File: config.mk
export PLATFORM = sky130hd
export DESIGN_NAME = inst_encoder
export DESIGN_NICKNAME = d
export VERILOG_FILES = /design/src/rtl/inst_encoder_pkg.sv /design/src/rtl/inst_encoder_pack.sv /design/src/rtl/inst_encoder.sv
export SDC_FILE = /design/constraint.sdc
export NUM_CORES = 1
export LEC_CHECK = 0
export CAP_MARGIN = 25
export CORE_MARGIN = 4
export CORE_UTILIZATION = 25
export DETAILED_ROUTE_END_ITERATION = 16
export GPL_ROUTABILITY_DRIVEN = 0
export PLACE_DENSITY = 0.47
export RECOVER_POWER = 25
export SYNTH_ARGS = -nofsm -noshare
export SYNTH_HDL_FRONTEND = slang
export SYNTH_HIERARCHICAL = 1
export SYNTH_SLANG_ARGS = --single-unit
File: constraint.sdc
create_clock -name clk -period 3.1 [get_ports clk]
set_input_delay 0.93 -clock clk [delete_from_list [all_inputs] [get_ports clk]]
set_output_delay 0.93 -clock clk [all_outputs]
set_load 0.01 [all_outputs]
File: src/rtl/inst_encoder_pkg.sv
// Shared instruction-encoding definitions: format codes, RV32I opcodes, the NOP word
// and a signed-range helper for the field checks enabled by ENC_CHECK_EN.
package inst_encoder_pkg;

  typedef logic [3:0] fmt_t;

  localparam fmt_t FMT_R     = 4'd0;
  localparam fmt_t FMT_I     = 4'd1;
  localparam fmt_t FMT_IL    = 4'd2;
  localparam fmt_t FMT_S     = 4'd3;
  localparam fmt_t FMT_B     = 4'd4;
  localparam fmt_t FMT_JAL   = 4'd5;
  localparam fmt_t FMT_JALR  = 4'd6;
  localparam fmt_t FMT_LUI   = 4'd7;
  localparam fmt_t FMT_AUIPC = 4'd8;

  localparam logic [6:0] OP_R     = 7'b0110011;
  localparam logic [6:0] OP_I     = 7'b0010011;
  localparam logic [6:0] OP_IL    = 7'b0000011;
  localparam logic [6:0] OP_S     = 7'b0100011;
  localparam logic [6:0] OP_B     = 7'b1100011;
  localparam logic [6:0] OP_JAL   = 7'b1101111;
  localparam logic [6:0] OP_JALR  = 7'b1100111;
  localparam logic [6:0] OP_LUI   = 7'b0110111;
  localparam logic [6:0] OP_AUIPC = 7'b0010111;

  localparam logic [31:0] NOP_WORD = 32'h00000013;

  // True when v is representable as an n-bit two's-complement value.
  function automatic logic fits_signed(input logic [31:0] v, input int n);
    logic [31:0] hi;
    hi = 32'($signed(v) >>> (n - 1));
    return (hi == '0) || (hi == '1);
  endfunction

endpackage

File: src/rtl/inst_encoder_pack.sv
// inst_pack: combinational field-to-word encoder. With ENC_CHECK_EN the illegal flag
// reports unencodable fields; otherwise fields truncate and the flag is held low.
module inst_pack
  import inst_encoder_pkg::*;
(
  input  logic [3:0]  i_fmt,
  input  logic [4:0]  i_rd,
  input  logic [4:0]  i_rs1,
  input  logic [4:0]  i_rs2,
  input  logic [2:0]  i_funct3,
  input  logic [6:0]  i_funct7,
  input  logic [31:0] i_imm,
  output logic [31:0] o_word,
  output logic        o_illegal
);

  always_comb begin
    o_word    = NOP_WORD;
    o_illegal = 1'b0;
    case (i_fmt)
      FMT_R:     o_word = {i_funct7, i_rs2, i_rs1, i_funct3, i_rd, OP_R};
      FMT_I:     o_word = {i_imm[11:0], i_rs1, i_funct3, i_rd, OP_I};
      FMT_IL:    o_word = {i_imm[11:0], i_rs1, i_funct3, i_rd, OP_IL};
      FMT_JALR:  o_word = {i_imm[11:0], i_rs1, i_funct3, i_rd, OP_JALR};
      FMT_S:     o_word = {i_imm[11:5], i_rs2, i_rs1, i_funct3, i_imm[4:0], OP_S};
      FMT_B:     o_word = {i_imm[12], i_imm[10:5], i_rs2, i_rs1, i_funct3,
                           i_imm[4:1], i_imm[11], OP_B};
      FMT_JAL:   o_word = {i_imm[20], i_imm[10:1], i_imm[11], i_imm[19:12], i_rd, OP_JAL};
      FMT_LUI:   o_word = {i_imm[31:12], i_rd, OP_LUI};
      FMT_AUIPC: o_word = {i_imm[31:12], i_rd, OP_AUIPC};
      default:   o_word = NOP_WORD;
    endcase
`ifdef ENC_CHECK_EN
    case (i_fmt)
      FMT_R:                         o_illegal = 1'b0;
      FMT_I, FMT_IL, FMT_JALR, FMT_S: o_illegal = !fits_signed(i_imm, 12);
      FMT_B:                         o_illegal = i_imm[0] || !fits_signed(i_imm, 13);
      FMT_JAL:                       o_illegal = i_imm[0] || !fits_signed(i_imm, 21);
      FMT_LUI, FMT_AUIPC:            o_illegal = |i_imm[11:0];
      default:                       o_illegal = 1'b1;
    endcase
`endif
  end

endmodule

File: src/rtl/inst_encoder.sv
// inst_encoder: streams encoded instructions into instruction memory from BASE.
// ENC_CHECK_EN enables field checking and the sticky err flag.
//   state  | meaning
//   IDLE   | out of reset, waiting for start
//   RUN    | accepting bundles, one word per cycle
//   HALT   | load complete (done high) until next start
module inst_encoder
  import inst_encoder_pkg::*;
#(
  parameter int AW   = 8,
  parameter int BASE = 0
) (
  input  logic          clk,
  input  logic          rst_n,
  input  logic          start,
  input  logic          in_valid,
  output logic          in_ready,
  input  logic          in_last,
  input  logic [3:0]    fmt,
  input  logic [4:0]    rd,
  input  logic [4:0]    rs1,
  input  logic [4:0]    rs2,
  input  logic [2:0]    funct3,
  input  logic [6:0]    funct7,
  input  logic [31:0]   imm,
  output logic          im_wena,
  output logic [AW-1:0] im_addr,
  output logic [31:0]   im_wdata,
  output logic [AW:0]   count,
  output logic          done,
  output logic          err
);

  localparam logic [1:0]    S_IDLE    = 2'd0;
  localparam logic [1:0]    S_RUN     = 2'd1;
  localparam logic [1:0]    S_HALT    = 2'd2;
  localparam logic [AW-1:0] BASE_ADDR = AW'(BASE);
  localparam logic [AW:0]   LAST_CNT  = {1'b0, {AW{1'b1}}};

  logic [1:0]    r_state;
  logic [AW-1:0] r_ptr;
  logic [AW:0]   r_count;
  logic          r_wena;
  logic [AW-1:0] r_addr;
  logic [31:0]   r_wdata;
  logic [31:0]   w_word;
  logic          w_ill;
  logic          w_acc;
  logic          w_wr;
  logic          w_stop;

  inst_pack u_pack (
    .i_fmt     (fmt),
    .i_rd      (rd),
    .i_rs1     (rs1),
    .i_rs2     (rs2),
    .i_funct3  (funct3),
    .i_funct7  (funct7),
    .i_imm     (imm),
    .o_word    (w_word),
    .o_illegal (w_ill)
  );

  assign in_ready = (r_state == S_RUN) && !start;
  assign w_acc    = in_valid && in_ready;
  assign w_wr     = w_acc && !w_ill;
  // The word landing on the last address of the window ends the load; no wrap.
  assign w_stop   = w_acc && (in_last || (w_wr && (r_count == LAST_CNT)));

  always_ff @(posedge clk or negedge rst_n) begin
    if (!rst_n) begin
      r_state <= S_IDLE;
      r_ptr   <= '0;
      r_count <= '0;
      r_wena  <= 1'b0;
      r_addr  <= '0;
      r_wdata <= '0;
    end else begin
      r_wena <= w_wr;
      if (w_wr) begin
        r_addr  <= r_ptr;
        r_wdata <= w_word;
        r_ptr   <= r_ptr + AW'(1);
        r_count <= r_count + (AW+1)'(1);
      end
      if (start) begin
        r_ptr   <= BASE_ADDR;
        r_count <= '0;
      end
      case (r_state)
        S_IDLE:  if (start)  r_state <= S_RUN;
        S_RUN:   if (w_stop) r_state <= S_HALT;
        S_HALT:  if (start)  r_state <= S_RUN;
        default: r_state <= S_IDLE;
      endcase
    end
  end

`ifdef ENC_CHECK_EN
  logic r_err;

  always_ff @(posedge clk or negedge rst_n) begin
    if (!rst_n)              r_err <= 1'b0;
    else if (start)          r_err <= 1'b0;
    else if (w_acc && w_ill) r_err <= 1'b1;
  end

  assign err = r_err;
`else
  assign err = 1'b0;
`endif

  assign im_wena  = r_wena;
  assign im_addr  = r_addr;
  assign im_wdata = r_wdata;
  assign count    = r_count;
  assign done     = (r_state == S_HALT);

endmodule

* Yosys cells after proc, flatten, opt, wreduce, memory -nomap -nowiden
Index checks and enable logic that the tools add are counted.
** Storage, ports and cells
- Bits of input ports :: 66
- Bits in registers :: 60
- Logic and storage cells :: 40
- ROM bits :: 0
- Memory bits (writable) :: 0
- Output and inout bits :: 53
- Memories :: 0
- Latch bits :: 0
** Operators by class
- Muxes and demuxes :: 8
- Add/sub/neg operators :: 2
- Eq/ne operators :: 13
- Divide/modulo/power cells :: 0
- Bitwise operators :: 0
- Multiply operators :: 0
- Shifts and indexed selects :: 0
- Order comparisons :: 0
- Reductions and logical operators :: 11
** Operators by type and width (number)
- one-hot mux 32 bit (9 select lines) :: 1
- 2-to-1 mux 9 bit :: 2
- == test 4 x 3 -> 1 bit, second input constant :: 4
- 2-to-1 mux 8 bit :: 2
- adder 9 x 1 -> 9 bit, second input constant :: 1
- == test 9 x 8 -> 1 bit, second input constant :: 1
- adder 8 x 1 -> 8 bit, second input constant :: 1
- == test 4 x 2 -> 1 bit, second input constant :: 2
- == test 4 x 1 -> 1 bit, second input constant :: 1
- == test 4 bit, second input constant :: 1
- logical AND 1 bit :: 4
- logical NOT 4 bit :: 1
- 2-to-1 mux 2 bit :: 2
- one-hot mux 2 bit (2 select lines) :: 1
- == test 2 x 1 -> 1 bit, second input constant :: 1
- == test 2 bit, second input constant :: 1
- logical NOT 2 bit :: 1
- inequality test 2 x 1 -> 1 bit, second input constant :: 1
- inequality test 2 bit, second input constant :: 1
- AND reduction 2 bit :: 1
- nonzero test 2 bit :: 1
- OR reduction 2 bit :: 1
- logical NOT 1 bit :: 1
- logical OR 1 bit :: 1

* Depth between registers and ports, before layout
- Depth after elaboration :: 8
- Gate-level depth with buffers :: 8
- Depth with buffers taken out :: 8

* Modules after synthesis
Netlist, hierarchy kept.
** Modules (own cells, without submodules)
- inst_encoder :: cells each 185, area each 2481.1 µm², sequential area each 1501.4 µm², times used 1
- inst_pack :: cells each 148, area each 1019.7 µm², sequential area each 0.0 µm², times used 1

* Worst setup path before layout
OpenSTA, ideal clock, no wires.
- Path kind :: input to output
- Start point :: input start
- End point :: output in_ready
- Arrival time :: 1.456 ns
- Required time :: 2.170 ns
- Setup slack :: 0.714 ns
- Stages on the path :: 2
- Buffers on the path :: 1
- Path through :: clkbuf_1 -> nor3b_1
** Between the ends
- Cells in the longest elaborated chain, start to end :: 2
** RTL lines
- start, declared :: line inst_encoder.sv:15 : input logic start,
- logical NOT 1 bit :: line inst_encoder.sv:64 : assign in_ready = (r_state == S_RUN) && !start;
- logical AND 1 bit :: line inst_encoder.sv:64
- end, declared :: line inst_encoder.sv:17 : output logic in_ready,
No other way between the ends.

* Worst setup path in the final report
- Start point :: input fmt[0]
- End point :: register r_wdata[22] (netlist: im_wdata[22])
** Between the ends
- Cells in the longest elaborated chain, start to end :: 2
- Elaborated cells on any way between the ends :: 10
** RTL lines
- start, declared :: line inst_encoder.sv:19 : input logic [3:0] fmt,
- == test 4 bit, or another cell as far along :: line inst_encoder_pack.sv:20 : case (i_fmt)
- one-hot mux 32 bit (9 select lines) * :: line inst_encoder_pack.sv:20
- via w_word[22] :: line inst_encoder.sv:46 : logic [31:0] w_word;
- end signal, assigned :: line inst_encoder.sv:82 : r_wdata <= w_word;
- end, declared :: line inst_encoder.sv:45 : logic [31:0] r_wdata;
The timed path passes the listed nets; every way through them passes the cells marked *.
A chain may end at the register's enable or synchronous reset.

==> summary.log <==
INFO  grt            grt_util_met2=21.3%
INFO  clock_network  clkSlewWorstSetupHoldPaths=0.05ns
INFO  critical_path  required=3.30ns
INFO  grt            antenna_violations_before_repair=0
INFO  clock_network  cts_made_buffers=9
INFO  timing         timing.final.crit_share=86.8%
INFO  timing         rsz0062_at_grt=no
INFO  synthesis      synth_top_cells_by_area=sky130_fd_sc_hd__dfrtp_1, sky130_fd_sc_hd__mux2_2, sky130_fd_sc_hd__a21oi_1, sky130_fd_sc_hd__nor2b_1, sky130_fd_sc_hd__a221o_1
INFO  grt            groute.usage.overall=13.7%
INFO  grt            largest_net_degree_at_the_start_of_global_routing=43
INFO  power_and_ir_drop share_seq_of_total_power=34.1%
INFO  floorplan      core_region_area=13500um2
INFO  critical_path  critical_path_arrival=2.89ns
INFO  synthesis      synthTopCellsByCount=sky130_fd_sc_hd__dfrtp_1, sky130_fd_sc_hd__mux2_2, sky130_fd_sc_hd__a21oi_1, sky130_fd_sc_hd__nand2_1, sky130_fd_sc_hd__nor2_1
INFO  synthesis      mappedNetlistArea=3500um2
INFO  timing         tightestPinTransition=1.28ns
INFO  critical_path  critPathLaunchType=input pin
INFO  layout         layout.filler_cells=1358
INFO  clock_network  postCtsHoldBufs=0
INFO  floorplan      die_area=16000um2
INFO  timing         period_minus_slack=2.69ns
INFO  timing         timing.hold.ws=0.504ns
INFO  power_and_ir_drop power.density_cell_area=545nW/um2
INFO  critical_path  worst-setup-path-type=input pin to register
INFO  clock_network  cts_tree=built
INFO  grt            grt_residual_overflow=0
INFO  synthesis      netlist_instances=333
INFO  placement      detailedPlacementHpwl=7840um
INFO  routing        initialDrtViolationCount=90
INFO  timing         worst_slew_margin_rel=14.6%
INFO  routing        drt_via_density=4.78
INFO  power_and_ir_drop ir_worst_vdd=268uV
INFO  routing        ant_nets=0
INFO  job            max_cap_violations=0
INFO  placement      dp_slack=0.0250ns
INFO  synthesis      synthDistinctLibCells=51
INFO  clock_network  clock-sinks=60
INFO  layout         layout.area.seq=1500um2
INFO  layout         layout-area-overhead-vs-synth=49.3%
INFO  worst_hold_path worst_hold_class=register to register
INFO  timing         clock.fmax=372MHz
INFO  layout         multi_input_area=1830um2
INFO  synthesis      synth_most_common_cell=sky130_fd_sc_hd__dfrtp_1
INFO  timing         worst_slack=0.410ns
INFO  power_and_ir_drop power=2850uW
INFO  power_and_ir_drop share_of_total_power_in_the_clock_network=41.2%
INFO  clock_network  clkLatencyLatePin=0.32ns
INFO  placement      port-buffer-count=117
INFO  synthesis      synth_async_sr_flop_share=100%
INFO  grt            groute.layer.met1.usage=17.6%
INFO  floorplan      floorplan.die.width=126um
INFO  critical_path  slowest_stage=sky130_fd_sc_hd__clkdlybuf4s50_1
INFO  grt            use_met3=5.21%
INFO  run_status     outcome=finished, final reports clean
INFO  floorplan      design.portCount=119
INFO  critical_path  path_delay_family=compound AO/OA/AOI/OAI gates
INFO  grt            grt_pass1_vias=3140
INFO  timing         final_clock_skew=0.00668ns
INFO  floorplan      chipHeight=126um
INFO  timing         finalHoldViolCount=0
INFO  critical_path  flop_to_flop_setup_slack=1.10ns
INFO  layout         finalNetCount=520
INFO  clock_network  max-clock-path-buffers=2
INFO  critical_path  worst_path_largest_cell_delay=0.75ns
INFO  synthesis      post-synth-top-area-cell=sky130_fd_sc_hd__dfrtp_1
INFO  floorplan      initial_utilization=26.0%
INFO  critical_path  worstPathBufferInverterCount=1
INFO  power_and_ir_drop leakage=0.00214uW
INFO  grt            grt_first_pass_wirelength=17600um
INFO  timing         timing.setup.tns=0ns
INFO  synthesis      postSynth.topFlopCell=sky130_fd_sc_hd__dfrtp_1
INFO  critical_path  critical_path.max_fanout=11
INFO  routing        drc=0
INFO  layout         drive_gt1_share=17.3%
INFO  critical_path  timing.critical_path.cells=clkdlybuf4s50_1, nor3_4, o2bb2ai_1, a221o_1, mux2_2
INFO  power_and_ir_drop p_sw=698uW
INFO  synthesis      yosysWarningCount=6
INFO  floorplan      core.rowCount=42
INFO  synthesis      post-synth-top-area-fraction=42.9%
INFO  timing         maxSlewViolCount=0
INFO  power_and_ir_drop power_report.internal_total=2150uW
INFO  timing         finalSetupViolations=0
INFO  synthesis      postSynthRegisterBits=60
INFO  routing        routedWlPerCell=16.9um
INFO  synthesis      synth_enable_flop_cells=0
INFO  synthesis      seq_total_area_yosys=42.9%
INFO  clock_network  postCtsSetupBuffers=0
INFO  routing        drt_pre_antenna_iters=5
INFO  synthesis      postSynthAreaPerCell=10.5um2
INFO  grt            globalRoute.busiestLayer=met2
INFO  power_and_ir_drop pwr-share-comb=24.7%
INFO  clock_network  htree_levels=3
INFO  clock_network  cts.root.buffer_cell=sky130_fd_sc_hd__clkbuf_16
INFO  critical_path  cp_endpoint_kind=register
INFO  power_and_ir_drop power.switching_fraction=24.5%
INFO  routing        total_via_count_in_the_routed_design=3018
INFO  layout         num_antenna_cells=0
INFO  routing        drt_wl_total=10700um
-- cells by family (layout without fill, tap and decap cells) --
family	after synthesis	in the layout	share of synthesized area [%]
flip-flops	60	60	42.9
AO/OA/AOI/OAI	73	73	14.9
buffers and inverters	32	154	5.15
XOR/XNOR	14	14	3.50
multiplexers	42	42	13.4
other	3	4	0.322
adder cells (fa/ha/maj)	3	3	1.07
AND/OR/NAND/NOR	106	106	18.7
-- stage by stage --
step / util [%] / cells / instance area, um2
2_1_floorplan: - / 334 / 3500
3_3_place_gp: 36.3 / 616 / 4880
3_5_place_dp: 36.3 / 616 / 4880
4_1_cts: 38.9 / 632 / 5230
5_1_grt: 38.8 / 632 / 5230
6_report: 38.8 / 632 / 5230
-- layer usage --
layer,wire [um],up-vias
li1,-,1442
met1,4760,1455
met2,4880,108
met3,836,13
met4,180,0
met5,0,-
-- area by class of cell --
cell class,count,area share (%)
clock inverter,4,1.82
tap,176,4.21
timing repair buffer,133,25.0
clock buffer,12,4.91
inverter,5,0.359
multi-input combinational,242,35.0
sequential,60,28.7
-- cells in the final DEF, fill, tap and decap left out, types with 2 or more instances in the layout --
cell                              instances
sky130_fd_sc_hd__a211oi_1                 7
sky130_fd_sc_hd__a21oi_1                 25
sky130_fd_sc_hd__a221o_1                 11
sky130_fd_sc_hd__a221oi_1                 5
sky130_fd_sc_hd__and2_1                   7
sky130_fd_sc_hd__and3b_1                  5
sky130_fd_sc_hd__buf_12                   2
sky130_fd_sc_hd__buf_4                   12
sky130_fd_sc_hd__bufinv_16                3
sky130_fd_sc_hd__clkbuf_1                 3
sky130_fd_sc_hd__clkbuf_16                9
sky130_fd_sc_hd__clkbuf_8                 2
sky130_fd_sc_hd__clkdlybuf4s50_1        115
sky130_fd_sc_hd__conb_1                   4
sky130_fd_sc_hd__dfrtp_1                 60
sky130_fd_sc_hd__ha_1                     3
sky130_fd_sc_hd__inv_1                    5
sky130_fd_sc_hd__mux2_2                  40
sky130_fd_sc_hd__mux2i_1                  2
sky130_fd_sc_hd__nand2_1                 19
sky130_fd_sc_hd__nand2b_1                 6
sky130_fd_sc_hd__nand3_1                  2
sky130_fd_sc_hd__nand3b_1                 3
sky130_fd_sc_hd__nand4_1                  3
sky130_fd_sc_hd__nor2_1                  19
sky130_fd_sc_hd__nor2b_1                 18
sky130_fd_sc_hd__nor3_1                   5
sky130_fd_sc_hd__nor3b_1                  6
sky130_fd_sc_hd__nor4_4                   2
sky130_fd_sc_hd__o21ai_0                  4
sky130_fd_sc_hd__o22ai_1                  8
sky130_fd_sc_hd__o31ai_1                  4
sky130_fd_sc_hd__or3_1                    2
sky130_fd_sc_hd__xnor2_1                  9
sky130_fd_sc_hd__xor2_1                   5
-- what timing repair did --
item / 4_1_cts / 5_1_grt
resized for setup: 0 / 1
endpoints found under the setup margin: 0 / 1
endpoints found under the hold margin: 0 / 0
-- flip-flops by register name, summed over array words and instances (netlist names) --
signal and cells:
count 9, im_addr 8, im_wdata 32, im_wena 1
r_ptr 8, r_state 2
-- path summary, 6_finish.rpt --
check / start / end / cells after the start
max: fmt[0] / im_wdata[22] / 5
min: im_wdata[4] / im_wdata[4] / 1
max reg2reg: count[3] / r_state[1] / 7
min reg2reg: im_wdata[4] / im_wdata[4] / 1
max in group asynchronous: rst_n / im_wdata[10] / 2
min in group asynchronous: rst_n / im_wdata[26] / 1
-- power groups by stage --
stage,logic [uW],registers [uW],clock network [uW]
2_1_floorplan,245,1030,0
3_3_place_gp,713,982,0
3_5_place_dp,713,985,0
4_1_cts,718,974,1220
5_1_grt,762,989,1250
6_report,703,970,1170
(Power assumes the default switching activity.)
